File: src/rtl/dallanma_paket.sv
// Shared types and constants for the branch-resolution block.
// The FIFO entry keeps just enough to check a prediction and rebuild the fall-through PC.
package dallanma_paket;

  localparam int unsigned PC_BIT = 32;
  localparam logic [PC_BIT-1:0] PC_ADIM = 32'd4;

  typedef enum logic [0:0] {
    NORMAL,
    TEMIZLE
  } durum_t;

  typedef struct packed {
    logic [PC_BIT-1:0] ps;
    logic              ongoru;
  } kayit_t;

  // Correct next PC once the real direction is known.
  function automatic logic [PC_BIT-1:0] dogru_adres(input logic              atladi,
                                                    input logic [PC_BIT-1:0] hedef,
                                                    input logic [PC_BIT-1:0] ps);
    return atladi ? hedef : ps + PC_ADIM;
  endfunction

endpackage

File: src/rtl/ongoru_kuyrugu.sv
// Circular FIFO of in-flight predictions; pointers carry one extra wrap bit so
// full and empty fall out of a pointer compare. The caller must not push while full.
module ongoru_kuyrugu
  import dallanma_paket::*;
#(
  parameter int unsigned DERINLIK = 4,
  localparam int unsigned AW = $clog2(DERINLIK)
) (
  input  logic          saat,
  input  logic          reset_n,
  input  logic          clear,
  input  logic          push,
  input  kayit_t        push_data,
  input  logic          pop,
  output kayit_t        head,
  output logic          full,
  output logic          empty,
  output logic [AW:0]   count
);

  kayit_t      mem [DERINLIK];
  logic [AW:0] wptr_q;
  logic [AW:0] rptr_q;

  always_ff @(posedge saat or negedge reset_n) begin
    if (!reset_n) begin
      wptr_q <= '0;
      rptr_q <= '0;
    end else if (clear) begin
      wptr_q <= '0;
      rptr_q <= '0;
    end else begin
      if (push) wptr_q <= wptr_q + 1'b1;
      if (pop)  rptr_q <= rptr_q + 1'b1;
    end
  end

  // Storage needs no reset: an entry is only read after it has been written.
  always_ff @(posedge saat) begin
    if (push && !clear) mem[wptr_q[AW-1:0]] <= push_data;
  end

  always_comb begin
    head  = mem[rptr_q[AW-1:0]];
    count = wptr_q - rptr_q;
    empty = (wptr_q == rptr_q);
    full  = (wptr_q[AW] != rptr_q[AW]) && (wptr_q[AW-1:0] == rptr_q[AW-1:0]);
  end

endmodule

File: src/rtl/dallanma_cozucu.sv
// Branch resolution: checks queued predictions against execute outcomes in order,
// reports the result, redirects fetch on a mispredict and runs a fixed-length flush.
module dallanma_cozucu
  import dallanma_paket::*;
#(
  parameter int unsigned KUYRUK_DERINLIK = 4,
  parameter int unsigned TEMIZLE_CEVRIM  = 2,
  parameter int unsigned SAYAC_BIT       = 16
) (
  input  logic                 i_saat,
  input  logic                 i_reset_n,
  input  logic                 i_ongoru_gecerli,
  input  logic                 i_ongoru,
  input  logic [PC_BIT-1:0]    i_ongoru_ps,
  output logic                 o_kuyruk_dolu,
  input  logic                 i_sonuc_gecerli,
  input  logic                 i_sonuc_atladi,
  input  logic [PC_BIT-1:0]    i_sonuc_hedef,
  output logic                 o_buyruk_atladi,
  output logic                 o_guncelle_gecerli,
  output logic                 o_ongoru_yanlis,
  output logic                 o_yonlendir_gecerli,
  output logic [PC_BIT-1:0]    o_yonlendir_adres,
  output logic                 o_temizle,
  output logic                 o_hata,
  output logic [SAYAC_BIT-1:0] o_dogru_sayac,
  output logic [SAYAC_BIT-1:0] o_yanlis_sayac
);

  localparam int unsigned AW = $clog2(KUYRUK_DERINLIK);
  localparam int unsigned SW = (TEMIZLE_CEVRIM > 1) ? $clog2(TEMIZLE_CEVRIM) : 1;
  localparam logic [AW:0]          DOLU_SAYI     = (AW + 1)'(KUYRUK_DERINLIK);
  localparam logic [SW-1:0]        TEMIZLE_YUKLE = SW'(TEMIZLE_CEVRIM - 1);
  localparam logic [SAYAC_BIT-1:0] SAYAC_MAX     = '1;

  durum_t              durum_q;
  logic [SW-1:0]       temizle_sayac_q;
  logic                temizle_q;
  logic                guncelle_q;
  logic                atladi_q;
  logic                yanlis_q;
  logic                yonlendir_q;
  logic [PC_BIT-1:0]   adres_q;
  logic                hata_q;
  logic [SAYAC_BIT-1:0] dogru_q;
  logic [SAYAC_BIT-1:0] yanlis_sayac_q;

  kayit_t      kuyruk_bas;
  kayit_t      yeni_kayit;
  logic        kuyruk_full;
  logic        kuyruk_empty;
  logic [AW:0] kuyruk_count;

  logic normal;
  logic pop;
  logic push;
  logic yanlis;
  logic hata_olay;

  always_comb begin
    normal     = (durum_q == NORMAL);
    pop        = normal && i_sonuc_gecerli && !kuyruk_empty;
    yanlis     = pop && (kuyruk_bas.ongoru != i_sonuc_atladi);
    // A mispredict wipes the queue on this edge, so a same-cycle push is dropped.
    push       = normal && !yanlis && i_ongoru_gecerli && (!kuyruk_full || pop);
    hata_olay  = normal && ((i_ongoru_gecerli && kuyruk_full && !pop) ||
                            (i_sonuc_gecerli && kuyruk_empty));
    yeni_kayit = '{ps: i_ongoru_ps, ongoru: i_ongoru};
  end

  ongoru_kuyrugu #(
    .DERINLIK (KUYRUK_DERINLIK)
  ) u_kuyruk (
    .saat      (i_saat),
    .reset_n   (i_reset_n),
    .clear     (yanlis),
    .push      (push),
    .push_data (yeni_kayit),
    .pop       (pop),
    .head      (kuyruk_bas),
    .full      (kuyruk_full),
    .empty     (kuyruk_empty),
    .count     (kuyruk_count)
  );

  // o_temizle rises on the same edge that raises o_ongoru_yanlis.
  always_ff @(posedge i_saat or negedge i_reset_n) begin
    if (!i_reset_n) begin
      durum_q         <= NORMAL;
      temizle_sayac_q <= '0;
      temizle_q       <= 1'b0;
    end else begin
      case (durum_q)
        NORMAL: begin
          if (yanlis) begin
            durum_q         <= TEMIZLE;
            temizle_sayac_q <= TEMIZLE_YUKLE;
            temizle_q       <= 1'b1;
          end
        end
        TEMIZLE: begin
          if (temizle_sayac_q == '0) begin
            durum_q   <= NORMAL;
            temizle_q <= 1'b0;
          end else begin
            temizle_sayac_q <= temizle_sayac_q - 1'b1;
          end
        end
        default: begin
          durum_q   <= NORMAL;
          temizle_q <= 1'b0;
        end
      endcase
    end
  end

  always_ff @(posedge i_saat or negedge i_reset_n) begin
    if (!i_reset_n) begin
      guncelle_q     <= 1'b0;
      atladi_q       <= 1'b0;
      yanlis_q       <= 1'b0;
      yonlendir_q    <= 1'b0;
      adres_q        <= '0;
      hata_q         <= 1'b0;
      dogru_q        <= '0;
      yanlis_sayac_q <= '0;
    end else begin
      guncelle_q  <= pop;
      yanlis_q    <= yanlis;
      yonlendir_q <= yanlis;
      hata_q      <= hata_q | hata_olay;
      if (pop) atladi_q <= i_sonuc_atladi;
      if (yanlis) adres_q <= dogru_adres(i_sonuc_atladi, i_sonuc_hedef, kuyruk_bas.ps);
      if (pop && !yanlis && (dogru_q != SAYAC_MAX)) dogru_q <= dogru_q + 1'b1;
      if (yanlis && (yanlis_sayac_q != SAYAC_MAX)) yanlis_sayac_q <= yanlis_sayac_q + 1'b1;
    end
  end

  always_comb begin
    o_kuyruk_dolu       = (kuyruk_count == DOLU_SAYI);
    o_buyruk_atladi     = atladi_q;
    o_guncelle_gecerli  = guncelle_q;
    o_ongoru_yanlis     = yanlis_q;
    o_yonlendir_gecerli = yonlendir_q;
    o_yonlendir_adres   = adres_q;
    o_temizle           = temizle_q;
    o_hata              = hata_q;
    o_dogru_sayac       = dogru_q;
    o_yanlis_sayac      = yanlis_sayac_q;
  end

endmodule

File: config.mk
export PLATFORM = sky130hd
export DESIGN_NAME = dallanma_cozucu
export DESIGN_NICKNAME = d
export VERILOG_FILES = /design/src/rtl/dallanma_paket.sv /design/src/rtl/ongoru_kuyrugu.sv /design/src/rtl/dallanma_cozucu.sv
export SDC_FILE = /design/constraint.sdc
export NUM_CORES = 1
export LEC_CHECK = 0
export CAP_MARGIN = 20
export CORE_MARGIN = 5
export CORE_UTILIZATION = 25
export CTS_CLUSTER_DIAMETER = 40
export CTS_CLUSTER_SIZE = 25
export DETAILED_ROUTE_END_ITERATION = 8
export PLACE_DENSITY = 0.48
export REMOVE_ABC_BUFFERS = 1
export SLEW_MARGIN = 10
export SYNTH_ARGS = -nofsm -noshare
export SYNTH_HDL_FRONTEND = slang
export SYNTH_HIERARCHICAL = 1
export SYNTH_SLANG_ARGS = --single-unit
File: constraint.sdc
create_clock -name i_saat -period 6.4 [get_ports i_saat]
set_input_delay 1.28 -clock i_saat [delete_from_list [all_inputs] [get_ports i_saat]]
set_output_delay 1.28 -clock i_saat [all_outputs]
set_load 0.01 [all_outputs]
=== Word-level counts from Yosys, hierarchy flattened ===
Memory sizes are Yosys's and may differ from the RTL's.
Index checks and enable logic that the tools add are counted.

* Register bits: 77
* Bits in writable memories: 132
* Bits of input ports: 70
* Output and inout bits: 71
* Logic and storage cells: 70
* Memories: 1

{| class="wikitable"
|+ Memory list
! name !! depth !! width !! read ports !! clocked after Yosys merged registers in !! wr ports !! RTL line !! RTL
|-
| u_kuyruk.mem || 4 || 33 || 1 || 0 || 1 || ongoru_kuyrugu.sv:21 || <nowiki>kayit_t mem [DERINLIK];</nowiki>
|}

* Add/sub/neg operators: 7
* Equal/unequal tests: 9
* Mux-type cells: 15
* Bitwise logic cells: 2
* Reduce and logical (&&, ||, !) cells: 24

{| class="wikitable"
|+ Operators with widths
! operator !! number
|-
| $add A16 B1 Y16 const B || 2
|-
| $add A32 B3 Y32 const B || 1
|-
| $mux W32 || 1
|-
| $ne A16 B16 Y1 const B || 2
|-
| $logic_and A1 B1 Y1 || 15
|-
| $mux W3 || 4
|-
| $mux W1 || 7
|-
| $add A3 B1 Y3 const B || 2
|-
| $pmux W1 S2 || 3
|-
| $logic_not A1 Y1 || 4
|-
| $reduce_bool A2 Y1 || 2
|-
| $eq A3 B3 Y1 || 1
|-
| $eq A3 B3 Y1 const B || 1
|-
| $sub A3 B3 Y3 || 1
|-
| $eq A2 B2 Y1 || 1
|-
| $logic_or A1 B1 Y1 || 2
|-
| $ne A1 B1 Y1 || 2
|-
| $ne A2 B1 Y1 const B || 1
|-
| $ne A2 B2 Y1 const B || 1
|-
| $reduce_and A2 Y1 || 1
|-
| $not A1 Y1 || 1
|-
| $or A1 B1 Y1 || 1
|-
| $sub A1 B1 Y1 const B || 1
|}

=== Depth between registers and ports, before layout ===
* Word-level depth: 11
* Gate-level depth with buffers: 15

=== By module ===
Netlist, hierarchy kept.

{| class="wikitable"
|+ By module, submodules not included
! module !! instances !! cells an instance !! area an instance (um^2)
|-
| ongoru_kuyrugu || 1 || 216 || 5250.0
|-
| dallanma_cozucu || 1 || 390 || 3732.3
|}

=== Worst setup path after synthesis ===
OpenSTA, ideal clock, no wires.

* Kind: input port to flip-flop
* Start point: input port i_sonuc_gecerli
* End point: memory u_kuyruk/mem[0][0] (netlist name), enable pin
* Arrival: 4044 ps
* Required time: 6007 ps
* Path slack: 1963 ps
* Stages on the path: 9
* Cells stage by stage: or3b_1 -> buf_6 -> clkinv_8 -> nand2_8 -> inv_1 -> clkbuf_1 -> a2111oi_0 -> nor2b_1 -> and2_1

* Longest elaborated chain between the ends: 10
* Elaborated cells on any way between the ends: 11

{| class="wikitable"
|+ RTL lines
! element !! RTL line !! RTL
|-
| start, declared || dallanma_cozucu.sv:16 || <nowiki>input logic i_sonuc_gecerli,</nowiki>
|-
| $logic_and A1 B1 Y1 * (2 in series) || dallanma_cozucu.sv:62 || <nowiki>pop = normal && i_sonuc_gecerli && !kuyruk_empty;</nowiki>
|-
| via pop || dallanma_cozucu.sv:55 || <nowiki>logic pop;</nowiki>
|-
| $logic_and A1 B1 Y1 || dallanma_cozucu.sv:63 || <nowiki>yanlis = pop && (kuyruk_bas.ongoru != i_sonuc_atladi);</nowiki>
|-
| $logic_not A1 Y1 || dallanma_cozucu.sv:65 || <nowiki>push = normal && !yanlis && i_ongoru_gecerli && (!kuyruk_full || pop);</nowiki>
|-
| $logic_and A1 B1 Y1 (2 in series) || dallanma_cozucu.sv:65 ||
|-
| $logic_and A1 B1 Y1 * || dallanma_cozucu.sv:65 ||
|-
| via push || dallanma_cozucu.sv:56 || <nowiki>logic push;</nowiki>
|-
| $logic_and A1 B1 Y1 * || ongoru_kuyrugu.sv:40 || <nowiki>if (push && !clear) mem[wptr_q[AW-1:0]] <= push_data;</nowiki>
|-
| $mux W1 * || ongoru_kuyrugu.sv:40 ||
|-
| $mux W1 (not written as such) * || ongoru_kuyrugu.sv:40 ||
|-
| end, declared || ongoru_kuyrugu.sv:21 ||
|}

Mark *: on every way through the listed nets, which the timed path passes. The rest lies on a longest branch.

=== Worst setup path after layout ===
* Start point: register u_kuyruk.rptr_q[1]
* End point: memory u_kuyruk/mem[2][3] (netlist name), enable pin

* Longest elaborated chain between the ends: 11
* Elaborated cells on any way between the ends: 17

{| class="wikitable"
|+ RTL lines
! element !! RTL line !! RTL
|-
| start, declared || ongoru_kuyrugu.sv:23 || <nowiki>logic [AW:0] rptr_q;</nowiki>
|-
| start signal, assigned || ongoru_kuyrugu.sv:34 || <nowiki>if (pop) rptr_q <= rptr_q + 1'b1;</nowiki>
|-
| $eq A3 B3 Y1 * || ongoru_kuyrugu.sv:46 || <nowiki>empty = (wptr_q == rptr_q);</nowiki>
|-
| via kuyruk_empty || dallanma_cozucu.sv:51 || <nowiki>logic kuyruk_empty;</nowiki>
|-
| $logic_not A1 Y1 * || dallanma_cozucu.sv:62 ||
|-
| $logic_and A1 B1 Y1 * || dallanma_cozucu.sv:62 ||
|-
| via pop || dallanma_cozucu.sv:55 ||
|-
| $logic_and A1 B1 Y1 || dallanma_cozucu.sv:63 ||
|-
| $logic_not A1 Y1 || dallanma_cozucu.sv:65 ||
|-
| $logic_and A1 B1 Y1 (2 in series) || dallanma_cozucu.sv:65 ||
|-
| $logic_and A1 B1 Y1 * || dallanma_cozucu.sv:65 ||
|-
| via push || dallanma_cozucu.sv:56 ||
|-
| $logic_and A1 B1 Y1 * || ongoru_kuyrugu.sv:40 ||
|-
| $mux W1 * || ongoru_kuyrugu.sv:40 ||
|-
| $mux W1 (not written as such) * || ongoru_kuyrugu.sv:40 ||
|}

Marks and branches as above.

==> impl_metrics.toml <==
[status]
status = "finished clean"

[worst_setup_path]
crit_chain = "buf_4, inv_1, ha_1, nand2_1, nor2_1, or3b_1, clkinv_8, nand2_8, inv_1, a2111oi_0, buf_4, nor2b_1, and2_2"
worstPathArrival_ns = 4.52
required_ns = 6.56
slowest_delay_ns = 0.85
startpoint_type = "register"
criticalPathCategory = "register to register"
r2r_slack_ns = 2.04
cp-end-kind = "register"
worstPathBufferInverterCount = 5
critPathMaxFanout = 46
cpLargestDelayFamily = "simple AND/OR/NAND/NOR gates"
slowest_stage = "and2_2"

[yosys]
synthFlopType = "edfxtp_1"
netlist_area_mm2 = 0.008982
synth_xor_area_share_pct = 5.641
synth_top_area_share_pct = 44.13
synth_top_family_by_area = "simple AND/OR/NAND/NOR gates"
yosysMostFrequentCell = "edfxtp_1"
synth-edff-count = 132
synth-simple-area-share_pct = 10.14
async_flop_share_pct = 36.84
ys_seq_area_share_pct = 65.58
yosysUniqueCellTypes = 48
synth_compound_area_share_pct = 5.154
ys_warn_count = 6
synth_commonest_cells = "edfxtp_1 (132), dfrtp_1 (77), nor2_1 (43)"
syn_inst = 606
muxShareOfSynthArea_pct = 9.375
synthAdderAreaFrac_pct = 1.616
avgSynthCellArea_um2 = 14.82
ys_seq_elements = 209
synthTopCellsByArea = "edfxtp_1 (44%), dfrtp_1 (21%), mux4_2 (7.3%)"
yosysTopAreaCell = "edfxtp_1"

[sta]
min_period_over_period_pct = 68.09
finClkSkew_ns = 0.02837
setup_viol = 0
fin_setup_tns_ns = 0
layout_setup_ws_ns = 2.042
final_max_slew_viol_count = 0
fmax_mhz = 229.5
slew_headroom_pct = 33.03
tightestPinTransition_ns = 1.005
rsz0062_at_grt = "no"
fin_crit_ns = 4.358
hold_viol = 0

[route]
drc = 0
num_vias = 5553
wl_um = 23130
first_iter_violations = 316
drtAntennaViolNets = 0
firstDrtPassIters = 4
vias_per_cell = 4.450
wl_per_cell_um = 18.53

[pwr]
p_total_mw = 5.490
p_per_area_mw_per_mm2 = 459.4
ir_drop_v = 0.0002224
p_leak_nw = 4.323

[cts]
cts_max_level = 1
cts_resized = 0
holdBufCountCts = 0
clkLatencyLatePin_ns = 0.56
cts_inserted_buffers = 31
cts_root_buf = "clkbuf_16"
post_cts_buffers = 0
cts_max_path_buffers = 3
clk_pin_slew_ns = 0.06
numClockSinks = 209
cts_tree = "done"

[final_layout]
design_area_mm2 = 0.01195
synthToLayoutAreaGrowth_pct = 33.03
antenna_cells = 0
stdcell_count = 1248
drive_above_1_share_pct = 14.36
fin_nets = 843

[placement]
placed_cells = 1190
place_congestion = 0.7180
place_area_mm2 = 0.01085
place_ws_ns = 1.638
place_hpwl_um = 15770
port_buffers = 140

[global_route]
grt-ovfl-total = 0
grt_start_max_net_pins = 70
grt_use_total_pct = 11.43
grt_pass1_vias = 5731
grt_antenna_before_repair = 0
grt_pass1_wl_um = 34940

[job]
maxCapViolations = 0

[worst_hold_path]
hp-class = "register to register"

[floorplanning]
die_w_um = 199.6
dieArea_mm2 = 0.03982
rows = 69
die-height_um = 199.6
coreArea_mm2 = 0.03548
initial_core_util_pct = 25.31
io_pins = 141
## area by class of cell
class,count,area [um2]
clock inverter,26,314.1
sequential,209,5892
clock buffer,32,789.5
fill,3444,23530
inverter,14,65.06
tap,461,576.8
multi-input combinational,360,2873
timing repair buffer,146,1439
## cells by family (layout without fill, tap and decap cells)
group | after synthesis | count (layout)
mux | 41 | 41
buf+inv | 37 | 218
compound gates | 82 | 82
fa+ha+maj | 11 | 11
xor+xnor | 57 | 57
flops | 209 | 209
simple gates | 169 | 169
## sequential cells by signal, summed over array words and instances (netlist names)
register,count
o_guncelle_gecerli,1
o_yonlendir_adres,32
u_kuyruk/mem,132
o_yanlis_sayac,16
o_buyruk_atladi,1
o_temizle,1
temizle_sayac_q,1
o_hata,1
o_yonlendir_gecerli,1
u_kuyruk/rptr_q,3
durum_q,1
u_kuyruk/wptr_q,3
o_dogru_sayac,16
## final timing paths
check / startpoint / end / cells past startpoint
min in group asynchronous: i_reset_n / o_yanlis_sayac[10] / 1
hold / removal: temizle_sayac_q / durum_q / 2
setup / recovery: u_kuyruk/rptr_q[1] / u_kuyruk/mem[2][3] / 13
max in group asynchronous: i_reset_n / u_kuyruk/rptr_q[0] / 2
setup reg to reg: u_kuyruk/rptr_q[1] / u_kuyruk/mem[2][3] / 13
hold reg to reg: temizle_sayac_q / durum_q / 2
## per-stage QoR
step / hold slack, ns / util [%]
after floorplan: 0.4501 / -
after global placement: 0.4563 / 30.57
after detailed placement: 0.4635 / 30.57
after CTS: 0.4774 / 33.68
after global routing: 0.4995 / 33.68
final: 0.4793 / 33.68
## layer usage
layer | global-route usage (%) | part of all wire [%] | routed length, um
met3 | 2.445 | 6.4 | 1472
met1 | 15.87 | 45 | 10490
met4 | 2.113 | 1.5 | 352
met2 | 18.74 | 47 | 10810
met5 | 0 | 0 | 0
## power breakdown
group / leakage [nW] / internal [mW] / switching, mW
logic: 1.63 / 0.817 / 0.944
registers: 2.16 / 1.79 / 0.207
clock network: 0.535 / 1.03 / 0.702
## worst reg2reg max path, cell delays in order (launching register included)
cell and delay [ns]:
dfrtp_1 0.32, buf_4 0.46, inv_1 0.17, ha_1 0.32
nand2_1 0.07, nor2_1 0.13, or3b_1 0.35, clkinv_8 0.13
nand2_8 0.28, inv_1 0.10, a2111oi_0 0.39, buf_4 0.22
nor2b_1 0.20, and2_2 0.85
## layout by cell type, fill, tap and decap left out, types with 10 or more instances in the layout
| cell | netlist | final |
|---|---|---|
| nand2_1 | 33 | 33 |
| a21oi_1 | 32 | 32 |
| dfrtp_1 | 77 | 76 |
| o22ai_1 | 14 | 14 |
| clkbuf_16 | 0 | 31 |
| and3_1 | 14 | 14 |
| nor2_1 | 43 | 43 |
| clkdlybuf4s50_1 | 0 | 138 |
| edfxtp_1 | 132 | 132 |
| nand4_1 | 21 | 21 |
| xor2_1 | 29 | 29 |
| o21ai_0 | 24 | 24 |
| nand3_1 | 23 | 23 |
| mux4_2 | 29 | 29 |
| inv_1 | 13 | 13 |
| ha_1 | 10 | 10 |
| xnor2_1 | 27 | 27 |
Power figures use the tool's default switching activity.
